==> config.mk <==
export PLATFORM = sky130hd
export DESIGN_NAME = mod_cfg_sequencer
export DESIGN_NICKNAME = d
export VERILOG_FILES = /design/src/rtl/mod_cfg_sequencer_pkg.sv /design/src/rtl/mod_cfg_sequencer_carrier_sweep.sv /design/src/rtl/mod_cfg_sequencer.sv
export SDC_FILE = /design/constraint.sdc
export NUM_CORES = 1
export LEC_CHECK = 0
export BUFFER_PORTS_ARGS = -buffer_cell sky130_fd_sc_hd__buf_2
export CORE_MARGIN = 2
export CORE_UTILIZATION = 28
export CTS_CLUSTER_SIZE = 8
export DETAILED_ROUTE_END_ITERATION = 12
export HOLD_SLACK_MARGIN = 0.06
export MAX_ROUTING_LAYER = met4
export SYNTH_ARGS = -nofsm -noshare
export SYNTH_HDL_FRONTEND = slang
export SYNTH_SLANG_ARGS = --single-unit
==> constraint.sdc <==
create_clock -name clk -period 4.1 [get_ports clk]
set_input_delay 0.82 -clock clk [delete_from_list [all_inputs] [get_ports clk]]
set_output_delay 0.82 -clock clk [all_outputs]
set_load 0.02 [all_outputs]
==> src/rtl/mod_cfg_sequencer_pkg.sv <==
// Shared definitions for the modulator configuration sequencer: register map,
// control-word bit positions, FSM state encoding and the dwell helper.
package mod_cfg_pkg;

    // Shadow register addresses
    localparam logic [2:0] ADDR_FREC_MOD    = 3'd0;
    localparam logic [2:0] ADDR_SWEEP_START = 3'd1;
    localparam logic [2:0] ADDR_IM_AM       = 3'd2;
    localparam logic [2:0] ADDR_IM_FM       = 3'd3;
    localparam logic [2:0] ADDR_CTRL        = 3'd4;
    localparam logic [2:0] ADDR_SWEEP_STOP  = 3'd5;
    localparam logic [2:0] ADDR_SWEEP_STEP  = 3'd6;
    localparam logic [2:0] ADDR_DWELL       = 3'd7;

    // Control word layout: {sweep_en, c_comp_dac, c_source[1:0], c_fm_am}
    localparam int CTRL_W            = 5;
    localparam int CTRL_FM_AM_BIT    = 0;
    localparam int CTRL_SOURCE_LSB   = 1;
    localparam int CTRL_SOURCE_MSB   = 2;
    localparam int CTRL_COMP_DAC_BIT = 3;
    localparam int CTRL_SWEEP_EN_BIT = 4;

    // Sequencer states
    typedef enum logic [1:0] {
        ST_RUN    = 2'd0,
        ST_FLUSH  = 2'd1,
        ST_SETTLE = 2'd2
    } state_e;

    // A dwell of zero behaves as a dwell of one (step on every val_in).
    function automatic logic [15:0] dwell_eff(input logic [15:0] dwell);
        return (dwell == 16'd0) ? 16'd1 : dwell;
    endfunction

endpackage

==> src/rtl/mod_cfg_sequencer_carrier_sweep.sv <==
// Autonomous carrier sweep: counts val_in pulses and every dwell-th pulse
// advances frec_por by step, wrapping back to start on carry or past stop.
module carrier_sweep
    import mod_cfg_pkg::*;
#(
    parameter int M = 24
) (
    input  logic         clk,
    input  logic         rst,
    input  logic         enable,
    input  logic         load,
    input  logic [M-1:0] start,
    input  logic [M-1:0] stop,
    input  logic [M-1:0] step,
    input  logic [15:0]  dwell,
    input  logic         val_in,
    output logic [M-1:0] frec_por
);

    logic [M-1:0] frec_por_q;
    logic [15:0]  dwell_cnt_q;

    logic [M:0]   sum;
    logic         wrap;
    logic [M-1:0] stepped;
    logic         last_pulse;

    // Next carrier value and end-of-dwell detection
    always_comb begin
        sum        = {1'b0, frec_por_q} + {1'b0, step};
        wrap       = sum[M] | (sum[M-1:0] > stop);
        stepped    = wrap ? start : sum[M-1:0];
        last_pulse = (dwell_cnt_q + 16'd1) >= dwell_eff(dwell);
    end

    // Load on commit takes priority over a coincident step; frozen when disabled
    always_ff @(posedge clk) begin
        if (rst) begin
            frec_por_q  <= '0;
            dwell_cnt_q <= '0;
        end else if (load) begin
            frec_por_q  <= start;
            dwell_cnt_q <= '0;
        end else if (enable && val_in) begin
            if (last_pulse) begin
                frec_por_q  <= stepped;
                dwell_cnt_q <= '0;
            end else begin
                dwell_cnt_q <= dwell_cnt_q + 16'd1;
            end
        end
    end

    assign frec_por = frec_por_q;

endmodule

==> src/rtl/mod_cfg_sequencer.sv <==
// Configuration sequencer for the FM/AM modulator chain. Host writes land in a
// shadow bank; a commit is applied atomically on the next val_in while in RUN.
// Structural changes (mode, source, DAC compensation) flush the datapath and
// keep the output muted until the chain has produced SETTLE_SMP fresh samples.
module mod_cfg_sequencer
    import mod_cfg_pkg::*;
#(
    parameter int M          = 24,
    parameter int FLUSH_CYC  = 4,
    parameter int SETTLE_SMP = 64
) (
    input  logic         clk,
    input  logic         rst,
    input  logic         val_in,
    input  logic         dp_val,
    input  logic         wr_en,
    input  logic [2:0]   wr_addr,
    input  logic [23:0]  wr_data,
    input  logic         commit,
    output logic [M-1:0] frec_mod,
    output logic [M-1:0] frec_por,
    output logic [15:0]  im_am,
    output logic [15:0]  im_fm,
    output logic         c_fm_am,
    output logic [1:0]   c_source,
    output logic         c_comp_dac,
    output logic         dp_rst,
    output logic         mute,
    output logic         busy
);

    localparam int FW = (FLUSH_CYC > 1) ? $clog2(FLUSH_CYC) : 1;
    localparam int SW = (SETTLE_SMP > 1) ? $clog2(SETTLE_SMP) : 1;
    localparam logic [FW-1:0] FLUSH_LAST  = FW'(FLUSH_CYC - 1);
    localparam logic [SW-1:0] SETTLE_LAST = SW'(SETTLE_SMP - 1);

    // Shadow bank
    logic [M-1:0]      sh_frec_mod_q;
    logic [M-1:0]      sh_start_q;
    logic [M-1:0]      sh_stop_q;
    logic [M-1:0]      sh_step_q;
    logic [15:0]       sh_im_am_q;
    logic [15:0]       sh_im_fm_q;
    logic [15:0]       sh_dwell_q;
    logic [CTRL_W-1:0] sh_ctrl_q;

    // Active bank
    logic [M-1:0]      frec_mod_q;
    logic [M-1:0]      start_q;
    logic [M-1:0]      stop_q;
    logic [M-1:0]      step_q;
    logic [15:0]       im_am_q;
    logic [15:0]       im_fm_q;
    logic [15:0]       dwell_q;
    logic [CTRL_W-1:0] ctrl_q;

    // Sequencing state
    state_e        state_q;
    logic [FW-1:0] flush_cnt_q;
    logic [SW-1:0] settle_cnt_q;
    logic          pend_q;
    logic          pend_d;
    logic          dp_rst_q;
    logic          mute_q;
    logic          busy_q;

    logic          copy;
    logic          ctrl_changed;
    logic          sweep_enable;
    logic [M-1:0]  sweep_start;

    // Commit bookkeeping. A commit in the same cycle as a copy re-arms pend so a
    // write issued with it is never lost.
    always_comb begin
        copy         = (state_q == ST_RUN) && pend_q && val_in;
        ctrl_changed = sh_ctrl_q[CTRL_COMP_DAC_BIT:CTRL_FM_AM_BIT]
                       != ctrl_q[CTRL_COMP_DAC_BIT:CTRL_FM_AM_BIT];
        pend_d       = commit | (pend_q & ~copy);
        sweep_enable = (state_q == ST_RUN) && ctrl_q[CTRL_SWEEP_EN_BIT];
        sweep_start  = copy ? sh_start_q : start_q;
    end

    // Host writes update the shadow bank only
    always_ff @(posedge clk) begin
        if (rst) begin
            sh_frec_mod_q <= '0;
            sh_start_q    <= '0;
            sh_stop_q     <= '0;
            sh_step_q     <= '0;
            sh_im_am_q    <= '0;
            sh_im_fm_q    <= '0;
            sh_dwell_q    <= '0;
            sh_ctrl_q     <= '0;
        end else if (wr_en) begin
            case (wr_addr)
                ADDR_FREC_MOD:    sh_frec_mod_q <= M'(wr_data);
                ADDR_SWEEP_START: sh_start_q    <= M'(wr_data);
                ADDR_IM_AM:       sh_im_am_q    <= wr_data[15:0];
                ADDR_IM_FM:       sh_im_fm_q    <= wr_data[15:0];
                ADDR_CTRL:        sh_ctrl_q     <= wr_data[CTRL_W-1:0];
                ADDR_SWEEP_STOP:  sh_stop_q     <= M'(wr_data);
                ADDR_SWEEP_STEP:  sh_step_q     <= M'(wr_data);
                ADDR_DWELL:       sh_dwell_q    <= wr_data[15:0];
                default:          ;
            endcase
        end
    end

    // Atomic shadow-to-active copy on a sample boundary
    always_ff @(posedge clk) begin
        if (rst) begin
            frec_mod_q <= '0;
            start_q    <= '0;
            stop_q     <= '0;
            step_q     <= '0;
            im_am_q    <= '0;
            im_fm_q    <= '0;
            dwell_q    <= '0;
            ctrl_q     <= '0;
        end else if (copy) begin
            frec_mod_q <= sh_frec_mod_q;
            start_q    <= sh_start_q;
            stop_q     <= sh_stop_q;
            step_q     <= sh_step_q;
            im_am_q    <= sh_im_am_q;
            im_fm_q    <= sh_im_fm_q;
            dwell_q    <= sh_dwell_q;
            ctrl_q     <= sh_ctrl_q;
        end
    end

    // Pending-commit flag; extra commits merge into the one already pending
    always_ff @(posedge clk) begin
        if (rst) begin
            pend_q <= 1'b0;
        end else begin
            pend_q <= pend_d;
        end
    end

    // RUN/FLUSH/SETTLE sequencer with registered dp_rst, mute and busy
    always_ff @(posedge clk) begin
        if (rst) begin
            state_q      <= ST_SETTLE;
            flush_cnt_q  <= '0;
            settle_cnt_q <= '0;
            dp_rst_q     <= 1'b0;
            mute_q       <= 1'b1;
            busy_q       <= 1'b1;
        end else begin
            case (state_q)
                ST_RUN: begin
                    if (copy && ctrl_changed) begin
                        state_q     <= ST_FLUSH;
                        flush_cnt_q <= '0;
                        dp_rst_q    <= 1'b1;
                        mute_q      <= 1'b1;
                        busy_q      <= 1'b1;
                    end else begin
                        busy_q <= pend_d;
                    end
                end
                ST_FLUSH: begin
                    busy_q <= 1'b1;
                    if (flush_cnt_q == FLUSH_LAST) begin
                        state_q      <= ST_SETTLE;
                        settle_cnt_q <= '0;
                        dp_rst_q     <= 1'b0;
                    end else begin
                        flush_cnt_q <= flush_cnt_q + 1'b1;
                    end
                end
                ST_SETTLE: begin
                    if (dp_val) begin
                        if (settle_cnt_q == SETTLE_LAST) begin
                            state_q <= ST_RUN;
                            mute_q  <= 1'b0;
                            busy_q  <= pend_d;
                        end else begin
                            settle_cnt_q <= settle_cnt_q + 1'b1;
                            busy_q       <= 1'b1;
                        end
                    end else begin
                        busy_q <= 1'b1;
                    end
                end
                default: begin
                    state_q      <= ST_SETTLE;
                    settle_cnt_q <= '0;
                    dp_rst_q     <= 1'b0;
                    mute_q       <= 1'b1;
                    busy_q       <= 1'b1;
                end
            endcase
        end
    end

    carrier_sweep #(
        .M(M)
    ) u_sweep (
        .clk      (clk),
        .rst      (rst),
        .enable   (sweep_enable),
        .load     (copy),
        .start    (sweep_start),
        .stop     (stop_q),
        .step     (step_q),
        .dwell    (dwell_q),
        .val_in   (val_in),
        .frec_por (frec_por)
    );

    assign frec_mod   = frec_mod_q;
    assign im_am      = im_am_q;
    assign im_fm      = im_fm_q;
    assign c_fm_am    = ctrl_q[CTRL_FM_AM_BIT];
    assign c_source   = ctrl_q[CTRL_SOURCE_MSB:CTRL_SOURCE_LSB];
    assign c_comp_dac = ctrl_q[CTRL_COMP_DAC_BIT];
    assign dp_rst     = dp_rst_q;
    assign mute       = mute_q;
    assign busy       = busy_q;

endmodule

==> metrics.txt, run 1 <==
crit path max fanout 5; CP max stage delay 0.37 ns; share of flip-flops with an asynchronous set or reset 0%; post-synthesis mux area share 2.03%; Synth cell types 66; total grt overflow 0; crit path launch step_q[6]; family with the most delay on the worst path compound AO/OA/AOI/OAI gates; commonest non-fill, non-tap cell in the layout nand2_1; top cell type's share of synthesized area 46.0%; Final Max Slew Viols 0; status finished, violations left; Layout Nets 2,190; post-synthesis instance area 0.0153 sq mm; fmax 232 MHz; synthesis-to-layout area growth 21.5%; number of synthesized flops with an enable pin 0; final setup vio count 22; CTS tree built; final count of hold timing violations 0; share of cells above drive strength 1 14.9%; die boundary width 238 um; Initial DRC Count 867; worst slew pin tran 1.12 ns; Worst setup SP type register; Hold WC Path Type register to register; largest net degree at the start of global routing 161; Final ANT Viol Nets 0; worst relative slew slack 25.4%; routed vias/inst 4.88; Initial Utilization 28.4%; First-pass DRT Iterations 5; Post-Synth Adder-Cell Area 5.60%; commonest non-fill, non-tap cells in the layout nand2_1, a21oi_1, dfxtp_1, buf_2, nor2_1; post-layout util 34.5%; Lkg Pwr 7.06 nW; syn nets 2,062; RSZ-0062 raised after global routing yes; post-synthesis compound-gate area fraction 17.3%; clk buf depth 3; HPWL Detailed 31,100 um; die footprint 0.0566 sq mm; Num CTS Buffers 50; slowest CP cell dfxtp_1; synth warn 0; clock skew 0.0150 ns; clock root buffer clkbuf_16; failing checks negative setup slack; DIE HEIGHT 238 um; worst endpoint required time 4.58 ns; crit path kind register to register; worst r2r src step_q[6]; CTS Sinks 352; Post-Synth XOR/XNOR Area 2.52%; hold_sp sh_step_q[20]; Synth Instances 1,961; Post-Synth Simple-Gate Area 22.1%; Worst-Skew Late Latency 0.58 ns; core area 0.0539 sq mm; CP endpoint kind register; # Max-Cap Violations 0; WP data arrival 4.80 ns; maximum VDD drop 0.285 mV; top post-synthesis cells by area dfxtp_1, nand2_1, a21oi_1, ha_1, clkbuf_1; initial antenna violation count 1; buffer and inverter count on the worst path 5; Global Route Usage Sum 16.8%; crit-path cells ha_4 > a211o_1 > o31ai_4 > buf_6 > nor3_4 > o31a_1 > buf_4 > mux2i_1 > or2_4 > ha_4 > nand4_1 > nor4_4 > buf_4 > nand2_4 > a21boi_4 > buf_6 > buf_12 > mux2_4 > a311oi_1; gp weighted congestion 0.903; worst setup margin -0.216 ns; Ports 120; Hold WS 0.447 ns; Final Cycle Share 105%; htree depth 2; Mean Syn Cell Area 7.81 sq um; first-pass GRT wire length 73,300 um; FF+latch count, synth 352; number of global-route vias before repair 13,100; Vias 13,600; FP Rows 85; leading area contributor after synthesis dfxtp_1; power per cell area 397 mW/mm^2; predominant post-synthesis flop cell dfxtp_1; DRC viols 0; CTS clk-pin slew, worst paths 0.05 ns; largest family of logic cells by synthesized area simple AND/OR/NAND/NOR gates; minimum clock period 4.32 ns; CTS Hold Bufs 0; post-synthesis sequential area ratio 46.0%; DRT Wirelength 47,400 um; Avg WL per Cell 17.0 um; IO Port Bufs 119
-- final timing paths --
kind	end	slack, ns	cells past startpoint
worst max-delay path	u_sweep.frec_por[2]	-0.22	19
worst min-delay path	step_q[20]	0.45	2
worst max register to register	u_sweep.frec_por[2]	-0.22	19
worst min register to register	step_q[20]	0.45	2
-- state kept, by name (all words and copies together), names as in the netlist, 5 cells and up --
name                 flops
ctrl_q                   5
dwell_q                 16
frec_mod                24
im_am                   16
im_fm                   16
settle_cnt_q             6
sh_ctrl_q                5
sh_dwell_q              16
sh_frec_mod_q           24
sh_im_am_q              16
sh_im_fm_q              16
sh_start_q              24
sh_step_q               24
sh_stop_q               24
start_q                 24
step_q                  24
stop_q                  24
u_sweep.dwell_cnt_q     16
u_sweep.frec_por        24
-- per-layer routing --
| layer | vias to the layer above | track usage, % | routed length, um |
|---|---|---|---|
| met5 | - | - | 0 |
| met4 | 0 | 6.92 | 1700 |
| met3 | 102 | 2.85 | 2450 |
| met2 | 329 | 27.0 | 22300 |
| met1 | 6412 | 21.0 | 21000 |
| li1 | 6789 | - | - |
-- tightest hold or removal path, delay by kind of cell, from the launching register on --
kind | cells | cell delay [ns]
flops | 1 | 0.30
simple gates | 1 | 0.05
compound gates | 1 | 0.05
-- cells in the mapped netlist (9+ instances only) --
cell type / instances
nand3b_1: 10
mux2i_1: 30
a21oi_1: 355
clkbuf_1: 102
and3_1: 13
ha_1: 67
inv_1: 51
nand3_1: 16
nand2b_1: 11
o21ai_0: 31
buf_1: 10
dfxtp_1: 352
a21o_1: 10
nor2b_1: 11
a2111oi_2: 9
nand4_1: 11
xor2_1: 17
nor2_1: 91
xnor2_1: 27
nand2_1: 631
-- stage by stage --
stage                     setup slack, ns  std cells  area, sq um  power, W  TNS, ns
after global placement             -0.235       2714        16800   0.00376    -3.20
after global routing               -0.402       2791        18600   0.00763    -7.21
after CTS                         -0.0610       2784        18400   0.00748   -0.246
after floorplan                    0.0962       1961        15300   0.00366        0
final                              -0.216       2791        18600   0.00739    -2.77
after detailed placement           -0.492       2714        16800   0.00377    -7.81
-- logic make-up after synthesis --
kind of cell	count (synthesis)
simple gates	829
compound gates	464
flops	352
buf+inv	173
fa+ha+maj	68
xor+xnor	44
mux	31
-- cell type report --
cell class / instances / area [sq um]
antenna: 1 / 2.50
clock buffer: 54 / 1310
timing repair buffer: 198 / 1290
inverter: 51 / 191
tap: 696 / 871
fill: 5514 / 35300
multi-input combinational: 1436 / 7850
sequential: 352 / 7060
clock inverter: 3 / 37.5
-- repair_timing --
item / CTS / global route
hold endpoints to repair: 0 / 0
endpoints found under the setup margin: 30 / 30
pin swaps: 31 / 24
buffers inserted: 11 / 8
gates resized for setup: 28 / 35
cloned: 2 / 0
-- power breakdown --
| part | internal (W) | switching, W | leakage, nW |
|---|---|---|---|
| Sequential | 0.00346 | 0.0000207 | 2.84 |
| Combinational | 0.0000489 | 0.000169 | 3.56 |
| Clock | 0.00221 | 0.00147 | 0.662 |
(Power assumes the default switching activity.)
==> run 2: changes to the inputs <==
--- a/config.mk
+++ b/config.mk
@@ -5,6 +5,7 @@
 export SDC_FILE = /design/constraint.sdc
 export NUM_CORES = 1
 export LEC_CHECK = 0
+export ABC_AREA = 1
 export BUFFER_PORTS_ARGS = -buffer_cell sky130_fd_sc_hd__buf_2
 export CORE_MARGIN = 2
 export CORE_UTILIZATION = 28
==> run 2 against run 1 <==
  * Final cell count up 14%
  * Clock skew grew 0.016 ns
  * Sequential share of layout area is 0.28 points lower
  * Synthesized area up 5.1%
  * Register-to-register slack improved by 0.72 ns
  * Sequential cell count is the same
  * Die area increased by 5.0%
  * Non-clock buffer count down 56
  * The flow now finishes without violations
==> metrics.txt, run 2 <==
status finished, final reports clean; crit-path cells ha_1 > fa_1 > nand3_1 > nand3_2 > nand2_1 > nand2_1 > nand3_1 > nand4_1 > nand2_1 > inv_1 > ha_1 > nand2_1 > nor2_1 > nand2_1 > nor2_1 > nand4_1 > nand2_4 > nand2_4 > nand2_1 > nand3_1 > a21oi_1; HPWL Detailed 31,300 um (+0.81%); worst slew pin tran 1.14 ns (+0.0220 ns); CTS Hold Bufs 0 (unchanged); synth warn 0 (unchanged); Global Route Usage Sum 16.1% (-0.76 points); Final Max Slew Viols 0 (unchanged); FP Rows 87 (+2.4%); worst setup margin 0.504 ns (+0.719 ns); Post-synth top cells nor2_1, nand2_1, dfxtp_1; CTS clk-pin slew, worst paths 0.06 ns (about the same); die boundary width 244 um (+2.5%); Synth Instances 2,330 (+19%); clock root buffer clkbuf_16; Max Used Layer met4; First-pass DRT Iterations 5 (unchanged); routed vias/inst 4.54 (-7.0%); Mean Syn Cell Area 6.91 sq um (-12%); CTS tree built; clk buf depth 3 (unchanged); R2R depth 21 (+2); instance count on the critical path 21 (+2); crit path kind register to register; Post-Route M1 WL 23,300 um (+11%); Reg power frac 47.1% (about the same); switch share 22.8% (+0.27 points); Setup Fix Bufs, Post-CTS 0 (-11); Initial DRC Count 832 (-4.0%); CTS Sinks 352 (unchanged); total grt overflow 0 (unchanged); synthesis-to-layout area growth 16.3%; die footprint 0.0594 sq mm (+5.0%); switching power 0.00170 W (+2.1%); final count of hold timing violations 0 (unchanged); Initial Utilization 28.4% (about the same); family with the most delay on the worst path simple AND/OR/NAND/NOR gates; share of flip-flops with an asynchronous set or reset 0% (unchanged); Num CTS Buffers 50 (unchanged); syn nets 2,431 (+18%); share of cells above drive strength 1 8.99% (-5.9 points); maximum VDD drop 0.272 mV (-4.6%); Vias 14,400 (+5.6%); first-pass GRT wire length 74,900 um (+2.2%); top post-synthesis cells by area dfxtp_1, nor2_1, o21ai_0, nand2_1, inv_1; worst endpoint required time 4.61 ns (+0.03 ns); buffer and inverter count on the worst path 1 (-4); Cell Count Post-Placement 3,115 (+15%); post-synthesis instance area 0.0161 sq mm (+5.1%); Synth cell types 42 (-36%); met3 wire length 2220 um (-9.1%); Avg WL per Cell 14.7 um (-13%); DR WL met2 20,400 um (-8.3%); CP max stage delay 0.47 ns (+0.10 ns); predominant post-synthesis flop cell dfxtp_1; Post-Place Worst Slack 0.459 ns (+0.951 ns); power per cell area 398 mW/mm^2 (+0.24%); Comb pwr share 3.0% (about the same); final setup vio count 0 (-100%); post-CTS sizing 0 (-100%); Worst setup SP type register; Final Cycle Share 87.7% (-18 points); IO Port Bufs 119 (unchanged); total power 0.00745 W (+0.85%); DRC viols 0 (unchanged); DIE HEIGHT 244 um (+2.5%); Lkg Pwr 9.46 nW (+34%); slowest CP cell fa_1; worst relative slew slack 24.1% (-1.3 points); Hold WC Path Type register to register; CP dominant cell by count nand2_1; Final Non-Filler Cells 3,171 (+14%); clock skew 0.0309 ns (+0.0159 ns); top cell type's share of synthesized area 43.8% (-2.2 points); Ports 120 (unchanged); top-count cell post-synth nor2_1; setup_tns 0 ns (+2.77 ns); # Max-Cap Violations 0 (unchanged); CP endpoint kind register; Final ANT Viol Nets 0 (unchanged); WP data arrival 4.10 ns (-0.70 ns); FF+latch count, synth 352 (unchanged); number of synthesized flops with an enable pin 0 (unchanged); gp weighted congestion 0.888 (-1.7%); initial antenna violation count 0 (-1); core area 0.0566 sq mm (+5.0%); commonest non-fill, non-tap cell in the layout nor2_1; leading area contributor after synthesis dfxtp_1; number of global-route vias before repair 13,700 (+4.5%); largest net degree at the start of global routing 119 (-26%); Clock power frac 49.9% (about the same); htree depth 2 (unchanged); number of diodes 0 (-1); Pint 0.00575 W (+0.50%); fmax 278 MHz (+20%); commonest non-fill, non-tap cells in the layout nor2_1, nand2_1, dfxtp_1, o21ai_0, inv_1; crit path max fanout 18 (+13); Hold Path Depth 2 (unchanged); DRT Wirelength 46,800 um (-1.3%); minimum clock period 3.60 ns (-0.719 ns); post-synthesis sequential area ratio 43.8% (-2.2 points); RSZ-0062 raised after global routing no; Layout Nets 2,512 (+15%); Worst-Skew Late Latency 0.60 ns (+0.02 ns)
==> run 2: through the flow <==
| step | cell area (sq um) | hold slack (ns) | util (%) |
|---|---|---|---|
| floorplan | 16100 | 0.430 | - |
| global placement | 17400 | 0.444 | 30.7 |
| detailed placement | 17400 | 0.445 | 30.7 |
| CTS | 18700 | 0.444 | 33.1 |
| global route | 18700 | 0.470 | 33.1 |
| finish | 18700 | 0.452 | 33.1 |
==> run 2: worst reg2reg max path, delay by kind of cell (launching register included) <==
kind            cells  cell delay (ns)
compound gates      1             0.14
fa+ha+maj           3             1.01
buf+inv             1             0.06
flops               1             0.33
simple gates       16             1.98
==> run 2: cell families after synthesis <==
group | synth area share, %
and+or+nand+nor | 27.0
AOI/OAI and AO/OA | 13.6
DFF | 43.8
adders and majority gates | 5.33
xor gates and xnor gates | 1.47
buffers and inverters | 8.90
==> run 2: final timing paths <==
path	start	endpoint	slack, ns
worst min-delay path	dp_rst	dp_rst	0.45
worst max-delay path	u_sweep.frec_por[0]	u_sweep.frec_por[2]	0.50
worst max register to register	u_sweep.frec_por[0]	u_sweep.frec_por[2]	0.50
worst min register to register	dp_rst	dp_rst	0.45
==> run 2: power by group through the flow <==
stage	clock network, W	registers, W	logic (W)
global route	0.00395	0.00351	0.000251
finish	0.00372	0.00351	0.000224
global placement	0	0.00357	0.000225
floorplan	0	0.00357	0.000126
CTS	0.00382	0.00350	0.000226
detailed placement	0	0.00357	0.000226
==> run 2: final cells by class <==
type | count | area [sq um]
fill | 6168 | 37900
multi-input combinational | 1612 | 7640
sequential | 352 | 7050
clock buffer | 51 | 1250
inverter | 253 | 960
tap | 756 | 946
timing repair buffer | 142 | 781
clock inverter | 5 | 93.8
==> run 2: routing by layer <==
metal | GRT usage [%] | vias up
met3 | 2.91 | 60
met1 | 21.9 | 6528
met4 | 4.00 | 0
met5 | - | -
li1 | - | 7495
met2 | 24.5 | 317
